### src/rtl/pulse_pkg.sv
// pulse_pkg: shared state encoding for the pulse generator / decoder pair.
package pulse_pkg;
    typedef enum logic [1:0] {PD_IDLE, PD_HIGH, PD_WAIT_LOW} pd_state_t;
endpackage

### src/rtl/edge_detect.sv
// edge_detect: registered previous sample of a synchronous input with rise/fall strobes.
module edge_detect (
    input  logic clk,
    input  logic i_reset_n,
    input  logic x,
    output logic rise,
    output logic fall
);
    logic prev;
    // Reset to 1 so an input already high at reset release does not look like a rising edge.
    always_ff @(posedge clk) begin
        if (!i_reset_n) prev <= 1'b1;
        else            prev <= x;
    end
    assign rise = x & ~prev;
    assign fall = ~x & prev;
endmodule

### src/rtl/pulse_width_decoder.sv
// pulse_width_decoder: measures input high time in clk cycles, valid/ready result.
// Optional `PULSE_WIDTH_DECODER_TIMEOUT_EN reports a timeout result as soon as MAX_WIDTH is exceeded.
module pulse_width_decoder
    import pulse_pkg::*;
#(
    parameter int MIN_WIDTH = 2,
    parameter int MAX_WIDTH = 255,
    localparam int CNT_W = $clog2(MAX_WIDTH + 1)
) (
    input  logic             clk,
    input  logic             i_reset_n,
    input  logic             i_x,
    input  logic             i_ready,
    output logic             o_valid,
    output logic [CNT_W-1:0] o_width,
    output logic             o_timeout,
    output logic             o_glitch,
    output logic             o_overrun
);
    typedef struct packed {
        logic [CNT_W-1:0] width;
        logic             timeout;
    } result_t;

    localparam logic [CNT_W-1:0] MAX_CNT = CNT_W'(MAX_WIDTH);
    localparam logic [CNT_W-1:0] MIN_CNT = CNT_W'(MIN_WIDTH);

    pd_state_t        state, state_nxt;
    logic [CNT_W-1:0] cnt, cnt_nxt;
    logic             rise, fall, publish, glitch_nxt;
    result_t          res, res_nxt;

    edge_detect u_edge (
        .clk       (clk),
        .i_reset_n (i_reset_n),
        .x         (i_x),
        .rise      (rise),
        .fall      (fall)
    );

    // In HIGH and WAIT_LOW the previous sample is always 1, so fall is exactly i_x==0.
    always_comb begin
        state_nxt  = state;
        cnt_nxt    = cnt;
        publish    = 1'b0;
        glitch_nxt = 1'b0;
        res_nxt    = '{width: cnt, timeout: 1'b0};
        case (state)
            PD_IDLE: begin
                if (rise) begin
                    state_nxt = PD_HIGH;
                    cnt_nxt   = CNT_W'(1);
                end
            end
            PD_HIGH: begin
                if (fall) begin
                    state_nxt  = PD_IDLE;
                    publish    = cnt >= MIN_CNT;
                    glitch_nxt = cnt < MIN_CNT;
                end
`ifdef PULSE_WIDTH_DECODER_TIMEOUT_EN
                else if (cnt == MAX_CNT) begin
                    state_nxt       = PD_WAIT_LOW;
                    publish         = 1'b1;
                    res_nxt.timeout = 1'b1;
                end
`endif
                else if (cnt != MAX_CNT) cnt_nxt = cnt + 1'b1;
            end
            PD_WAIT_LOW: begin
                if (fall) state_nxt = PD_IDLE;
            end
            default: state_nxt = PD_IDLE;
        endcase
    end

    always_ff @(posedge clk) begin
        if (!i_reset_n) begin
            state <= PD_IDLE;
            cnt   <= '0;
        end else begin
            state <= state_nxt;
            cnt   <= cnt_nxt;
        end
    end

    // A publish blocked by an unaccepted result is dropped and flagged; acceptance frees the slot same cycle.
    always_ff @(posedge clk) begin
        if (!i_reset_n) begin
            o_valid   <= 1'b0;
            res       <= '0;
            o_glitch  <= 1'b0;
            o_overrun <= 1'b0;
        end else begin
            o_glitch  <= glitch_nxt;
            o_overrun <= publish && o_valid && !i_ready;
            if (publish && (!o_valid || i_ready)) begin
                o_valid <= 1'b1;
                res     <= res_nxt;
            end else if (o_valid && i_ready) begin
                o_valid <= 1'b0;
            end
        end
    end

    assign o_width   = res.width;
    assign o_timeout = res.timeout;
endmodule

### config.mk
export PLATFORM = sky130hd
export DESIGN_NAME = pulse_width_decoder
export DESIGN_NICKNAME = d
export VERILOG_FILES = /design/src/rtl/pulse_pkg.sv /design/src/rtl/edge_detect.sv /design/src/rtl/pulse_width_decoder.sv
export SDC_FILE = /design/constraint.sdc
export NUM_CORES = 1
export LEC_CHECK = 0
export ABC_AREA = 1
export CAP_MARGIN = 20
export CORE_UTILIZATION = 40
export CTS_CLUSTER_DIAMETER = 100
export DETAILED_ROUTE_END_ITERATION = 12
export PLACE_DENSITY_LB_ADDON = 0.12
export REMOVE_ABC_BUFFERS = 1
export SLEW_MARGIN = 20
export SYNTH_ARGS = -nofsm -noshare
export SYNTH_HDL_FRONTEND = slang
export SYNTH_SLANG_ARGS = --single-unit
### constraint.sdc
create_clock -name clk -period 2 [get_ports clk]
set_clock_uncertainty 0.15 [all_clocks]
set_input_delay 0.6 -clock clk [delete_from_list [all_inputs] [get_ports clk]]
set_output_delay 0.6 -clock clk [all_outputs]
set_load 0.05 [all_outputs]
==> Word-level counts from Yosys, hierarchy flattened <==
Cells that the tools add are included.
{ "classes": {"addsub": 1, "magnitude_cmp": 2, "n_eq_ne": 7, "n_mux": 11, "n_bitwise": 4, "n_reduce_logical": 14} }
{ "op_table": {"columns": ["operator", "n"], "rows": [
  ["8-bit 2-to-1 mux", 3],
  ["8-bit one-hot mux with 2 select lines", 1],
  ["8-bit by 1-bit adder with 8-bit output, second input constant", 1],
  ["8-bit by 2-bit greater-or-equal comparator with 1-bit output, second input constant", 1],
  ["8-bit by 2-bit less-than comparator with 1-bit output, second input constant", 1],
  ["8-bit != test, second input constant", 1],
  ["2-bit != test, second input constant", 3],
  ["1-bit logical AND", 4],
  ["1-bit 2-to-1 mux", 4],
  ["2-bit 2-to-1 mux", 2],
  ["2-bit one-hot mux with 2 select lines", 1],
  ["4-bit AND reduction", 1],
  ["2-bit nonzero test", 2],
  ["3-bit AND reduction", 1],
  ["1-bit bitwise AND", 2],
  ["2-bit by 1-bit equality test with 1-bit output, second input constant", 1],
  ["2-bit equality test, second input constant", 1],
  ["1-bit logical NOT", 2],
  ["2-bit logical NOT", 1],
  ["2-bit by 1-bit != test with 1-bit output, second input constant", 1],
  ["1-bit NOT", 2],
  ["2-bit AND reduction", 1],
  ["2-bit OR reduction", 1],
  ["1-bit logical OR", 1]
]} }
{ "word_totals": {"regBits": 22, "input_bits": 4, "wordCells": 46} }

==> Depth between registers and ports, before layout <==
{ "depth": {"depth_word": 6, "depth_mapped": 8} }

==> By module <==
From an unflattened synthesis, not the netlist that was laid out.
{ "unflattened": {"hier_cells": 169, "hier_area_um2": 1132.3} }
{ "by_module_without_submodules": {"columns": ["mod", "instances", "cells_each", "area_each_um2", "seq_area_each_um2"], "rows": [
  ["pulse_width_decoder", 1, 163, 1093.5, 400.4],
  ["edge_detect", 1, 6, 38.8, 20.0]
]} }

==> Worst setup path before layout <==
No wires, ideal clock.
{ "synth_path": {"path_type": "input -> register", "start": "input i_ready", "end": "register res (netlist bit o_width[0])", "setup_ns": 0.110, "t_arrival_ns": 1.212, "required_ns": 1.740, "path_slack_ns": 0.528, "stages": 6, "path_cell_list": "inv_1 -> nand2_1 -> buf_1 -> nand4_1 -> nand2_1 -> nor2_1"} }
{ "synth_between": {"elab_chain_cells": 2} }
{ "synth_lines": {"columns": ["element", "line", "rtl"], "rows": [
  ["start, declared", "pulse_width_decoder.sv:13", "input logic i_ready,"],
  ["1-bit logical OR", "pulse_width_decoder.sv:97", "if (publish && (!o_valid || i_ready)) begin"],
  ["1-bit logical AND", "pulse_width_decoder.sv:97", null],
  ["end signal, assigned", "pulse_width_decoder.sv:99", "res <= res_nxt;"],
  ["end, declared", "pulse_width_decoder.sv:31", "result_t res, res_nxt;"]
]} }
No other way between the ends.
A chain may end at the register's enable or synchronous reset.

==> Worst setup path after layout <==
{ "layout_path": {"start": "input i_x", "end": "register cnt[1]"} }
{ "layout_between": {"elab_chain_cells": 4, "elab_cells_between_ends": 6, "classes_between": "eq/ne (2); bitwise (3); reduce/logical (1)"} }
{ "layout_lines": {"columns": ["element", "line", "rtl"], "rows": [
  ["start, declared", "pulse_width_decoder.sv:12", "input logic i_x,"],
  ["1-bit NOT", "edge_detect.sv:16", "assign fall = ~x & prev;"],
  ["1-bit bitwise AND", "edge_detect.sv:16", null],
  ["2-bit != test (no line)", null, null],
  ["4-bit AND reduction (no line) *", null, null],
  ["end signal, assigned", "pulse_width_decoder.sv:83", "cnt <= cnt_nxt;"],
  ["end, declared", "pulse_width_decoder.sv:29", "logic [CNT_W-1:0] cnt, cnt_nxt;"]
]} }
Every way passes the cells marked *; elsewhere a longest branch is shown, timed or not.

==> results.md <==
- Residual DRC: 0
- Die ar.: 3030 um^2
- CTS root buf: clkbuf_4
- Global placement routability congestion: 0.822
- Clock Tree Buf Depth: 2
- Vias in the first global route: 879
- Most common cell after layout, fill and taps aside: nand2_1
- Drt initial violations: 16
- Post-route setup TNS: 0 ns
- Sequential Area: 420 um^2
- Fin cells: 214
- Port bufs: 14
- Worst Path Required: 2.05 ns
- Post-cts sizing count: 0
- Final WL: 2.04 mm
- RSZ-0062 raised after global routing: no
- Largest net degree at the start of global routing: 13
- Fraction of layout cells with a size suffix above 1: 0.185
- FILL cells: 275
- Final critical-path share of the clock period: 0.916
- Hold Crit Class: flop to flop
- Grt total ovfl: 0
- First-pass DRT Iterations: 4
- Slowest cell on the critical path: clkdlybuf4s50_1
- Commonest cells after routing, fill and taps aside: nand2_1, inv_1, nor2_1
- Global routing's busiest layer: met2
- Detail Route Antenna Nets: 0
- Fmax: 0.546 GHz
- Hold slack: 0.363 ns
- Yosys warns: 0
- Max Slew Vio Count: 0
- Number of CTS-inserted buffers: 3
- GR Util met1: 0.197
- Placed inst area: 1280 um^2
- MaxCap Viol Count: 0
- Postcts setup bufs: 0
- Worst-path clk slew: 0.12 ns
- Post-route cell area: 1310 um^2
- Number of inserted diodes: 0
- Crit path largest cell delay: 0.57 ns
- Placed cells: 210
- Worst VDD drop: 489 uV
- Synth Area per Inst: 6.74 um^2
- Met2 track demand over resource: 0.301
- GR Layer Usage met3: 0.0519
- Sink Count: 21
- Antenna violations before repair: 0
- Synthesized instance count: 167
- CP cell instances: clkdlybuf4s50_1, nand2_2, a21oi_4, nand2_4, o21ai_0, nor2_1
- Via density: 4.57
- Final Setup Violations: 0
- Status: complete, no violations
- Fin nets: 191
- CTS Hold Bufs: 0
- Area of the multi-input gates: 544 um^2
- DPL Wire Length: 1.62 mm
- Total number of H-tree levels: 1
- Wire length per cell: 9.52 um
- CP startpoint kind: primary input
- Gr usage total: 0.169
- Worst-Skew Late Latency: 0.30 ns
- CORE AREA: 2570 um^2
- Post-synthesis sequential area ratio: 0.373
- Via count: 978
- Yosys reg bits: 21
- Die height: 55.1 um
- Critical Path Sink Type: flop
- Min cycle time layout: 1.83 ns
- Leak: 0.610 nW
- Initial core utilization: 0.439
- # IOs: 16
- WP data arrival: 1.89 ns
- PD cells: 540 nW/um^2
- Std-Cell Rows: 18
- Chip Width: 55.1 um
- Critical-path maximum fanout: 9
- Final Hold Viols: 0
- CTS tree: done
- Setup CP Type: primary input to flop
- First-pass GRT wire length: 3.64 mm
- Area Overhead vs Synth: 16.6%
- Synth unique cells: 24
- Post-synthesis cell area: 1130 um^2
-- stage by stage --
| stage | power (mW) | setup WS, ns | utilization |
|---|---|---|---|
| finish | 0.708 | 0.167 | 0.511 |
| global route | 0.752 | 0.0373 | 0.511 |
| CTS | 0.722 | 0.172 | 0.511 |
| detailed placement | 0.515 | -0.166 | 0.500 |
| global placement | 0.513 | -0.0819 | 0.500 |
| floorplan | 0.488 | 0.488 | - |
-- logic make-up (layout without fill, tap and decap cells) --
family	count (synthesis)	after routing	synth area share
other cells	1	1	0.00333
fa+ha+maj	2	2	0.0222
compound gates	10	10	0.0578
flops	21	21	0.373
buf+inv	40	57	0.143
simple gates	93	93	0.400
-- metal layers --
layer / vias to the layer above / part of all wire
met2: 13 / 0.48
met3: 2 / 0.032
met1: 419 / 0.48
met5: - / 0
li1: 544 / -
met4: 0 / 0.0049
-- area by class of cell --
class,instances,area share
well taps,30,0.0286
clock buffers,3,0.0172
inverters,36,0.103
multi-input cells,106,0.415
flip-flops and latches,21,0.320
clock inverters,1,0.00381
repair buffers,17,0.112
-- power by group --
group / leakage, nW / total (mW) / internal [mW] / switching (mW)
combinational: 0.423 / 0.0763 / 0.0271 / 0.0492
sequential: 0.170 / 0.428 / 0.423 / 0.00483
clock: 0.0177 / 0.204 / 0.0745 / 0.129
total: 0.610 / 0.708 / 0.525 / 0.183
-- worst max-delay path: cells and delay by family --
kind / cells / cell delay [ns]
AOI/OAI and AO/OA: 2 / 0.43
buffers and inverters: 1 / 0.57
and+or+nand+nor: 3 / 0.28
-- synthesized netlist by cell type --
cell / n / area, um^2
nand2_1: 41 / 154
inv_1: 32 / 120
nor2_1: 22 / 82.6
dfxtp_1: 21 / 420
nand4_1: 11 / 68.8
nand3_1: 6 / 30.0
o21ai_0: 5 / 25.0
inv_2: 4 / 15.0
a21oi_1: 3 / 15.0
nor2_2: 3 / 18.8
nor3_1: 3 / 15.0
ha_1: 2 / 25.0
nand2_2: 2 / 12.5
nand3_4: 2 / 35.0
a21oi_4: 1 / 16.3
buf_1: 1 / 3.75
buf_4: 1 / 7.51
buf_6: 1 / 11.3
clkbuf_1: 1 / 3.75
conb_1: 1 / 3.75
nand2_4: 1 / 11.3
nor3_4: 1 / 16.3
o21ai_2: 1 / 8.76
or2_2: 1 / 6.26
-- flip-flops by register name, summed over array words and instances, names as in the netlist --
| register | cells |
|---|---|
| cnt | 8 |
| o_glitch | 1 |
| o_overrun | 1 |
| o_valid | 1 |
| o_width | 8 |
| state | 1 |
| u_edge.prev | 1 |
-- path summary, 6_finish.rpt --
check / from / end / slack [ns] / cells past startpoint
worst max-delay path: i_x / cnt[1] / 0.17 / 6
worst max register to register: cnt[1] / cnt[1] / 0.35 / 8
worst min register to register: o_width[7] / o_width[7] / 0.36 / 4
worst min-delay path: o_width[7] / o_width[7] / 0.36 / 4
Power figures use the tool's default switching activity.
